<file path="config.mk">
export PLATFORM = sky130hd
export DESIGN_NAME = marker_overlay
export DESIGN_NICKNAME = d
export VERILOG_FILES = /design/src/rtl/marker_overlay.sv
export SDC_FILE = /design/constraint.sdc
export NUM_CORES = 1
export LEC_CHECK = 0
export BUFFER_PORTS_ARGS = -buffer_cell sky130_fd_sc_hd__buf_2
export CAP_MARGIN = 20
export CORE_ASPECT_RATIO = 1.5
export CORE_MARGIN = 5
export CORE_UTILIZATION = 45
export DETAILED_ROUTE_END_ITERATION = 7
export PLACE_DENSITY = 0.76
export SLEW_MARGIN = 25
export SYNTH_ARGS = -nofsm -noshare
export SYNTH_HDL_FRONTEND = slang
export SYNTH_SLANG_ARGS = --single-unit
</file>
<file path="constraint.sdc">
create_clock -name clk -period 4.6 [get_ports clk]
set_input_delay 0.69 -clock clk [delete_from_list [all_inputs] [get_ports clk]]
set_output_delay 0.69 -clock clk [all_outputs]
set_load 0.02 [all_outputs]
</file>
<file path="src/rtl/marker_overlay.sv">
`default_nettype none
// ============================================================================
// Module   : marker_overlay
// Purpose  : Draws up to N_MARK crosshair (or box) markers over a video
//            stream with a fixed one-clock latency. Marker settings are
//            sampled at the start of each frame and held for that frame.
// Options  : MARKER_OVERLAY_BOX_EN - compiles in box-shaped markers; without
//            it the mode input is ignored and every marker is a crosshair.
// Revision : 1.0 - initial release
// ============================================================================
module marker_overlay #(
    parameter logic [10:0] IMG_W    = 11'd1280,
    parameter logic [10:0] IMG_H    = 11'd720,
    parameter int          N_MARK   = 2,
    parameter int          THICK    = 1,
    parameter int          BOX_HALF = 16
) (
    input  logic                   clk,
    input  logic                   rst_n,
    input  logic                   de,
    input  logic                   h_sync,
    input  logic                   v_sync,
    input  logic [11*N_MARK-1:0]   x,
    input  logic [11*N_MARK-1:0]   y,
    input  logic [N_MARK-1:0]      mark_en,
    input  logic [24*N_MARK-1:0]   color,
    input  logic                   mode,
    input  logic [23:0]            pixel_in,
    output logic                   de_out,
    output logic                   hsync_out,
    output logic                   vsync_out,
    output logic [23:0]            pixel_out
);

    localparam logic [11:0] c_THICK = 12'(THICK);

    logic [10:0]            r_x_pos;
    logic [10:0]            r_y_pos;
    logic                   r_vs_d;
    logic [11*N_MARK-1:0]   r_xs;
    logic [11*N_MARK-1:0]   r_ys;
    logic [N_MARK-1:0]      r_en;
    logic [24*N_MARK-1:0]   r_color;

    logic                   w_vs_rise;
    logic [N_MARK-1:0]      w_in_range;
    logic [N_MARK-1:0]      w_mark_hit;
    logic                   w_hit;
    logic [23:0]            w_hit_color;

    assign w_vs_rise = v_sync & ~r_vs_d;

`ifdef MARKER_OVERLAY_BOX_EN
    localparam logic [11:0] c_BOX_HALF = 12'(BOX_HALF);
    localparam logic [11:0] c_INNER    = 12'(BOX_HALF - THICK);
    logic                   r_mode;

    // Shape select is a per-frame setting like the marker coordinates
    always_ff @(posedge clk or negedge rst_n) begin
        if (!rst_n)
            r_mode <= 1'b0;
        else if (w_vs_rise)
            r_mode <= mode;
    end
`else
    logic w_unused_mode;
    assign w_unused_mode = mode;
`endif

    // Raster position of the pixel currently on the input
    always_ff @(posedge clk or negedge rst_n) begin
        if (!rst_n) begin
            r_x_pos <= 11'd0;
            r_y_pos <= 11'd0;
        end else if (v_sync) begin
            r_x_pos <= 11'd0;
            r_y_pos <= 11'd0;
        end else if (de) begin
            if (r_x_pos == IMG_W - 11'd1) begin
                r_x_pos <= 11'd0;
                if (r_y_pos == IMG_H - 11'd1)
                    r_y_pos <= 11'd0;
                else
                    r_y_pos <= r_y_pos + 11'd1;
            end else begin
                r_x_pos <= r_x_pos + 11'd1;
            end
        end
    end

    // Frame-start shadow capture; off-image markers are disabled at capture
    always_ff @(posedge clk or negedge rst_n) begin
        if (!rst_n) begin
            r_vs_d  <= 1'b0;
            r_xs    <= '0;
            r_ys    <= '0;
            r_en    <= '0;
            r_color <= '0;
        end else begin
            r_vs_d <= v_sync;
            if (w_vs_rise) begin
                r_xs    <= x;
                r_ys    <= y;
                r_en    <= mark_en & w_in_range;
                r_color <= color;
            end
        end
    end

    generate
        for (genvar i = 0; i < N_MARK; i++) begin : g_mark
            logic [11:0] w_dx;
            logic [11:0] w_dy;
            logic [11:0] w_adx;
            logic [11:0] w_ady;
            logic        w_cross;

            assign w_in_range[i] = (x[11*i +: 11] < IMG_W) && (y[11*i +: 11] < IMG_H);

            // Signed 12-bit distance from the shadow position; no edge wrap
            assign w_dx  = {1'b0, r_x_pos} - {1'b0, r_xs[11*i +: 11]};
            assign w_dy  = {1'b0, r_y_pos} - {1'b0, r_ys[11*i +: 11]};
            assign w_adx = w_dx[11] ? (12'd0 - w_dx) : w_dx;
            assign w_ady = w_dy[11] ? (12'd0 - w_dy) : w_dy;

            assign w_cross = (w_adx < c_THICK) || (w_ady < c_THICK);
`ifdef MARKER_OVERLAY_BOX_EN
            logic w_box;
            assign w_box = (w_adx <= c_BOX_HALF) && (w_ady <= c_BOX_HALF) &&
                           ((w_adx > c_INNER) || (w_ady > c_INNER));
            assign w_mark_hit[i] = r_en[i] & (r_mode ? w_box : w_cross);
`else
            assign w_mark_hit[i] = r_en[i] & w_cross;
`endif
        end
    endgenerate

    // Priority select: scanning from the top down lets the lowest index win
    always_comb begin
        w_hit       = 1'b0;
        w_hit_color = 24'd0;
        for (int i = N_MARK - 1; i >= 0; i--) begin
            if (w_mark_hit[i]) begin
                w_hit       = 1'b1;
                w_hit_color = r_color[24*i +: 24];
            end
        end
    end

    // Output stage: one clock of latency for syncs and pixel alike
    always_ff @(posedge clk or negedge rst_n) begin
        if (!rst_n) begin
            de_out    <= 1'b0;
            hsync_out <= 1'b0;
            vsync_out <= 1'b0;
            pixel_out <= 24'd0;
        end else begin
            de_out    <= de;
            hsync_out <= h_sync;
            vsync_out <= v_sync;
            pixel_out <= (de && w_hit) ? w_hit_color : pixel_in;
        end
    end

endmodule
`default_nettype wire

</file>
==> results.py, run 1 <==
metrics = {
    "status": {
        "status": "finished, final reports clean",
    },
    "critical_path": {
        "cp_max_fo": 12,
        "rr_worst_depth": 16,
        "r2r_setup_slack_ps": 320,
        "crit_start": "r_x_pos[0]",
        "crit_path_end": "pixel_out[13]",
        "startpoint_type": "register",
        "cp.arrival_ps": 4580,
        "r2r-end": "pixel_out[13]",
        "critPathCaptureType": "register",
        "r2r-start": "r_x_pos[0]",
        "crit_type": "register to register",
        "required_ps": 4900,
    },
    "clock_network": {
        "cts_setup_buffers": 0,
        "postCtsHoldBufs": 0,
        "clk_latency_ps": 440,
        "htreeDepth": 4,
        "cts.clk_slew.worst_paths_ps": 70,
        "cts_root_buf": "clkbuf_16",
        "cts_made_buffers": 17,
        "cts_resized": 0,
        "cts_sinks": 143,
        "cts_tree": "yes",
        "cts.path.max_buffers": 2,
    },
    "layout": {
        "fin_util_pct": 53.6,
        "seqCellArea_um2": 3580,
        "syn_to_final_growth_pct": 18.0,
        "final_common_cell": "nand2_1",
        "multiInputGateArea_um2": 5190,
        "n_fill_cell": 1878,
        "drive_gt1_share_pct": 19.8,
        "final_cell_mix": "232 x nand2_1, 148 x buf_2, 143 x dfrtp_1, 79 x o21ai_0, 69 x inv_1",
        "layout.nets": 1390,
        "n_antenna_cell": 0,
    },
    "route": {
        "drtIter0Drc": 460,
        "via_count": 8223,
        "wl_per_cell_um": 16.3,
        "routed_via_density": 5.52,
        "firstDrtPassIters": 5,
        "drcViolationCount": 0,
        "finalWirelength_um": 24300,
        "drtAntennaViolNets": 0,
    },
    "synthesis": {
        "syn_area_um2": 9200,
        "ys_ff_latch": 143,
        "synthCells": 1074,
        "ys_warn_count": 0,
        "synth-async-reset-ratio_pct": 100,
        "yosysTopAreaCell": "dfrtp_1",
        "synth_fp_nets": 1252,
        "synth_top_area_share_pct": 38.9,
        "synth-edff-count": 0,
        "synth_area_per_cell_um2": 8.57,
        "synthFlopType": "dfrtp_1",
        "synth_seq_area_share_pct": 38.9,
        "synth_area_leaders": "dfrtp_1 39%, nand2_1 9.5%, ha_1 6.8%",
        "synth_cell_types": 80,
    },
    "sta": {
        "whs_ps": 289,
        "tightest_slew_ps": 767,
        "skew_ps": 8.92,
        "slew_violations": 0,
        "rsz0062_at_grt": "no",
        "finalHoldViolCount": 0,
        "relSlewSlack_pct": 48.8,
        "post-route-min-period_ps": 4280,
        "fmax_mhz": 233,
        "finalSetupViolations": 0,
        "fin_setup_tns_ps": 0,
        "period_share_pct": 93.1,
    },
    "power_and_ir_drop": {
        "power_density_nw_per_um2": 369,
        "peakVddDrop_v": 0.000373,
        "p_total_mw": 4.01,
        "p_leak_nw": 5.23,
    },
    "worst_hold_path": {
        "worstHoldPathType": "input port to asynchronous set/reset pin",
    },
    "placed_design": {
        "gp_congestion": 0.911,
        "port_buffers": 149,
        "hpwl_um": 17800,
    },
    "floorplanning": {
        "rows": 64,
        "die_w_um": 127,
        "fp.dieH_um": 185,
        "io_pins": 151,
        "core-area_um2": 20300,
        "dieArea_um2": 23500,
        "start_util_pct": 45.4,
    },
    "global_routing": {
        "grt_usage_pct": 21.1,
        "antenna_found_initial": 0,
        "grt_pass1_wl_um": 40100,
        "grt-ovfl-total": 0,
        "grt_max_degree": 95,
        "grt_pass1_vias": 8318,
    },
    "run": {
        "cap_violations": 0,
    },
}
==> how the worst min path moves through the flow <==
stage	start	endpoint	slack, ps	depth (start not counted)
floorplan	rst_n	de_out	390	0
global placement	r_color[45]	r_color[45]	460	2
detailed placement	r_color[45]	r_color[45]	460	2
CTS	rst_n	r_color[3]	320	1
global route	h_sync	hsync_out	340	1
finish	rst_n	r_color[28]	290	1
==> per-layer routing <==
metal	global-route usage [%]	share of wire [%]
met4	8.59	3.2
met2	38.0	51
met5	0	0
met3	4.73	5.8
met1	24.0	40
==> where the power goes <==
| group | total (mW) | internal (mW) | switching (mW) | leakage [nW] |
|---|---|---|---|---|
| Clock | 1.45 | 0.863 | 0.588 | 0.291 |
| Combinational | 1.11 | 0.458 | 0.649 | 3.16 |
| Sequential | 1.45 | 1.38 | 0.0680 | 1.78 |
| Total | 4.01 | 2.70 | 1.31 | 5.23 |
==> worst max-delay path, stage by stage (launching register included) <==
cell       delay [ps]
dfrtp_1           400
inv_1             120
ha_1              190
inv_1              60
fa_1              430
a211oi_1          480
o211ai_1          210
a31o_2            270
a21oi_1           170
xnor2_1           190
nand2_1            90
a2111oi_1         490
a32oi_2           260
buf_6             250
buf_12            150
o31ai_1           290
a21oi_2            90
==> registers in the layout, summed over array words and instances, names as in the netlist <==
register / cells
de_out: 1
r_y_pos: 11
r_x_pos: 11
r_color: 48
r_en: 2
hsync_out: 1
r_xs: 22
r_ys: 22
vsync_out: 1
pixel_out: 24
==> through the flow <==
stage | cells | worst slack [ps] | area (um^2)
final | 1489 | 317 | 10900
after global routing | 1489 | 81.1 | 10900
after floorplan | 1074 | 940 | 9200
after detailed placement | 1456 | 281 | 10200
after CTS | 1488 | 164 | 10800
after global placement | 1456 | 379 | 10200
==> area by class of cell <==
type                            count  share of cell area [%]
Timing Repair Buffer              162                    8.20
Sequential cell                   143                    33.0
Clock buffer                       18                    3.95
Inverter                           69                    2.39
Multi-Input combinational cell    819                    47.8
Clock inverter                     14                    1.69
Tap cell                          264                    3.04
==> Yosys cell counts (all sizes together), types with 5 or more instances <==
| library cell | n |
|---|---|
| inv | 69 |
| and3 | 9 |
| nand3b | 6 |
| xnor2 | 28 |
| a21o | 34 |
| o21a | 5 |
| nor3b | 5 |
| or2 | 6 |
| nor2 | 59 |
| nand2 | 233 |
| o211a | 5 |
| nand4 | 10 |
| o31ai | 32 |
| nor2b | 16 |
| o211ai | 6 |
| a31oi | 10 |
| nor3 | 15 |
| dfrtp | 143 |
| xor2 | 15 |
| a21oi | 48 |
| buf | 6 |
| o21ai | 82 |
| nand3 | 25 |
| clkbuf | 37 |
| a211oi | 6 |
| o22ai | 8 |
| nand2b | 13 |
| ha | 50 |
==> cell families after synthesis <==
logic type / synth area share (%)
AOI/OAI and AO/OA: 22.6
xor gates and xnor gates: 4.09
adders and majority gates: 7.67
buffers and inverters: 4.85
DFF: 38.9
muxes: 0.816
and+or+nand+nor: 21.1
Power figures use the tool's default switching activity.
==> inputs of run 2 (changes only) <==
--- a/config.mk
+++ b/config.mk
@@ -7,10 +7,10 @@
 export LEC_CHECK = 0
 export BUFFER_PORTS_ARGS = -buffer_cell sky130_fd_sc_hd__buf_2
 export CAP_MARGIN = 20
-export CORE_ASPECT_RATIO = 1.5
-export CORE_MARGIN = 5
+export CORE_MARGIN = 3
 export CORE_UTILIZATION = 45
 export DETAILED_ROUTE_END_ITERATION = 7
+export GPL_ROUTABILITY_DRIVEN = 0
 export PLACE_DENSITY = 0.76
 export SLEW_MARGIN = 25
 export SYNTH_ARGS = -nofsm -noshare
==> results.py, run 2 (synthesis results as in run 1) <==
metrics = {
    "status": {
        "status": "finished, final reports clean",
    },
    "global_routing": {
        "grt_usage_pct": 20.8,
        "grt-ovfl-total": 0,
        "grt_pass1_wl_um": 37600,
        "grt_pass1_vias": 7848,
        "antenna_found_initial": 0,
        "grt_max_degree": 81,
    },
    "sta": {
        "skew_ps": 8.42,
        "post-route-min-period_ps": 4300,
        "rsz0062_at_grt": "no",
        "relSlewSlack_pct": 49.0,
        "finalSetupViolations": 0,
        "tightest_slew_ps": 765,
        "fmax_mhz": 233,
        "fin_setup_tns_ps": 0,
        "finalHoldViolCount": 0,
        "layout_setup_ws_ps": 303,
        "period_share_pct": 93.4,
        "slew_violations": 0,
    },
    "clock_network": {
        "postCtsHoldBufs": 0,
        "cts.path.max_buffers": 2,
        "cts_tree": "yes",
        "cts_setup_buffers": 0,
        "cts.clk_slew.worst_paths_ps": 60,
        "cts_sinks": 143,
        "cts_root_buf": "clkbuf_16",
        "htreeDepth": 4,
        "cts_resized": 0,
        "clk_latency_ps": 430,
        "cts_made_buffers": 17,
    },
    "floorplanning": {
        "rows": 51,
        "core-area_um2": 19800,
        "fp.dieH_um": 149,
        "dieArea_um2": 22200,
        "die_w_um": 149,
        "io_pins": 151,
        "start_util_pct": 46.5,
    },
    "layout": {
        "drive_gt1_share_pct": 19.8,
        "largest_register": "r_color",
        "largest_reg_flops": 48,
        "syn_to_final_growth_pct": 17.2,
        "layout.nets": 1392,
        "final_common_cell": "nand2_1",
        "reg_top3": "r_color: 48 flops, pixel_out: 24 flops",
        "n_antenna_cell": 0,
        "final_cell_mix": "232 x nand2_1, 148 x buf_2, 143 x dfrtp_1, 79 x o21ai_0, 69 x inv_1",
    },
    "route": {
        "via_count": 8129,
        "drtAntennaViolNets": 0,
        "routed_via_density": 5.45,
        "drtIter0Drc": 433,
        "wl_per_cell_um": 15.6,
        "finalWirelength_um": 23200,
        "drcViolationCount": 0,
        "firstDrtPassIters": 5,
    },
    "critical_path": {
        "slowest_delay_ps": 500,
        "cp_max_fo": 24,
        "cp_top_family": "compound AO/OA/AOI/OAI gates",
        "crit_buf_inv": 3,
        "cp.arrival_ps": 4650,
        "cp_slowest_cell": "a2111oi_1",
        "required_ps": 4960,
        "startpoint_type": "register",
        "critPathCaptureType": "register",
        "crit_type": "register to register",
        "cp_cell_sequence": "inv_1, ha_1, inv_1, fa_1, a211oi_1, nor2_1, xnor2_1, nand4_1, mux2i_1, a32oi_1, a2111oi_1, a32oi_2, a31oi_4, buf_4, nor2_1, a21oi_2",
    },
    "placed_design": {
        "port_buffers": 149,
        "place_ws_ps": 395,
        "hpwl_um": 16800,
    },
    "power_and_ir_drop": {
        "peakVddDrop_v": 0.000228,
        "power_density_nw_per_um2": 360,
        "p_leak_nw": 5.21,
    },
    "worst_hold_path": {
        "worstHoldPathType": "input port to asynchronous set/reset pin",
    },
    "run": {
        "cap_violations": 0,
    },
}
-- run 2: cell type report --
| cell class | instances | area (um^2) |
|---|---|---|
| Clock buffer | 20 | 457 |
| Inverter | 69 | 259 |
| Fill cell | 1826 | 9000 |
| Sequential cell | 143 | 3580 |
| Multi-Input combinational cell | 819 | 5190 |
| Tap cell | 265 | 332 |
| Clock inverter | 11 | 108 |
| Timing Repair Buffer | 164 | 865 |
-- run 2: worst paths after layout --
path,slack [ps],endpoint,cells after the start,startpoint
max,300,pixel_out[22],16,r_x_pos[0]
min,270,r_xs[10],1,rst_n
max reg2reg,300,pixel_out[22],16,r_x_pos[0]
min reg2reg,480,r_color[38],2,r_color[38]
max in group asynchronous,3340,r_color[36],2,rst_n
min in group clk,360,hsync_out,1,h_sync
-- run 2: layer usage --
metal / global-route usage (%) / share of wire (%)
met5: 0 / 0
met2: 34.2 / 48
met1: 27.6 / 45
met4: 7.96 / 3.0
met3: 3.59 / 4.0
-- run 2: power by group --
part,internal [mW],switching (mW),leakage (nW)
sequential,1.38,0.0686,1.78
clock,0.775,0.558,0.274
combinational,0.453,0.649,3.15
total,2.61,1.28,5.21
-- run 2: per-stage QoR --
stage	utilization, %	cell area, um^2	instances	power (mW)	hold slack [ps]
2_1_floorplan	-	9200	1074	2.27	394
3_3_place_gp	51.7	10200	1460	2.52	457
3_5_place_dp	51.7	10200	1460	2.56	462
4_1_cts	54.5	10800	1491	3.91	336
5_1_grt	54.5	10800	1491	4.11	346
6_report	54.5	10800	1491	3.88	272
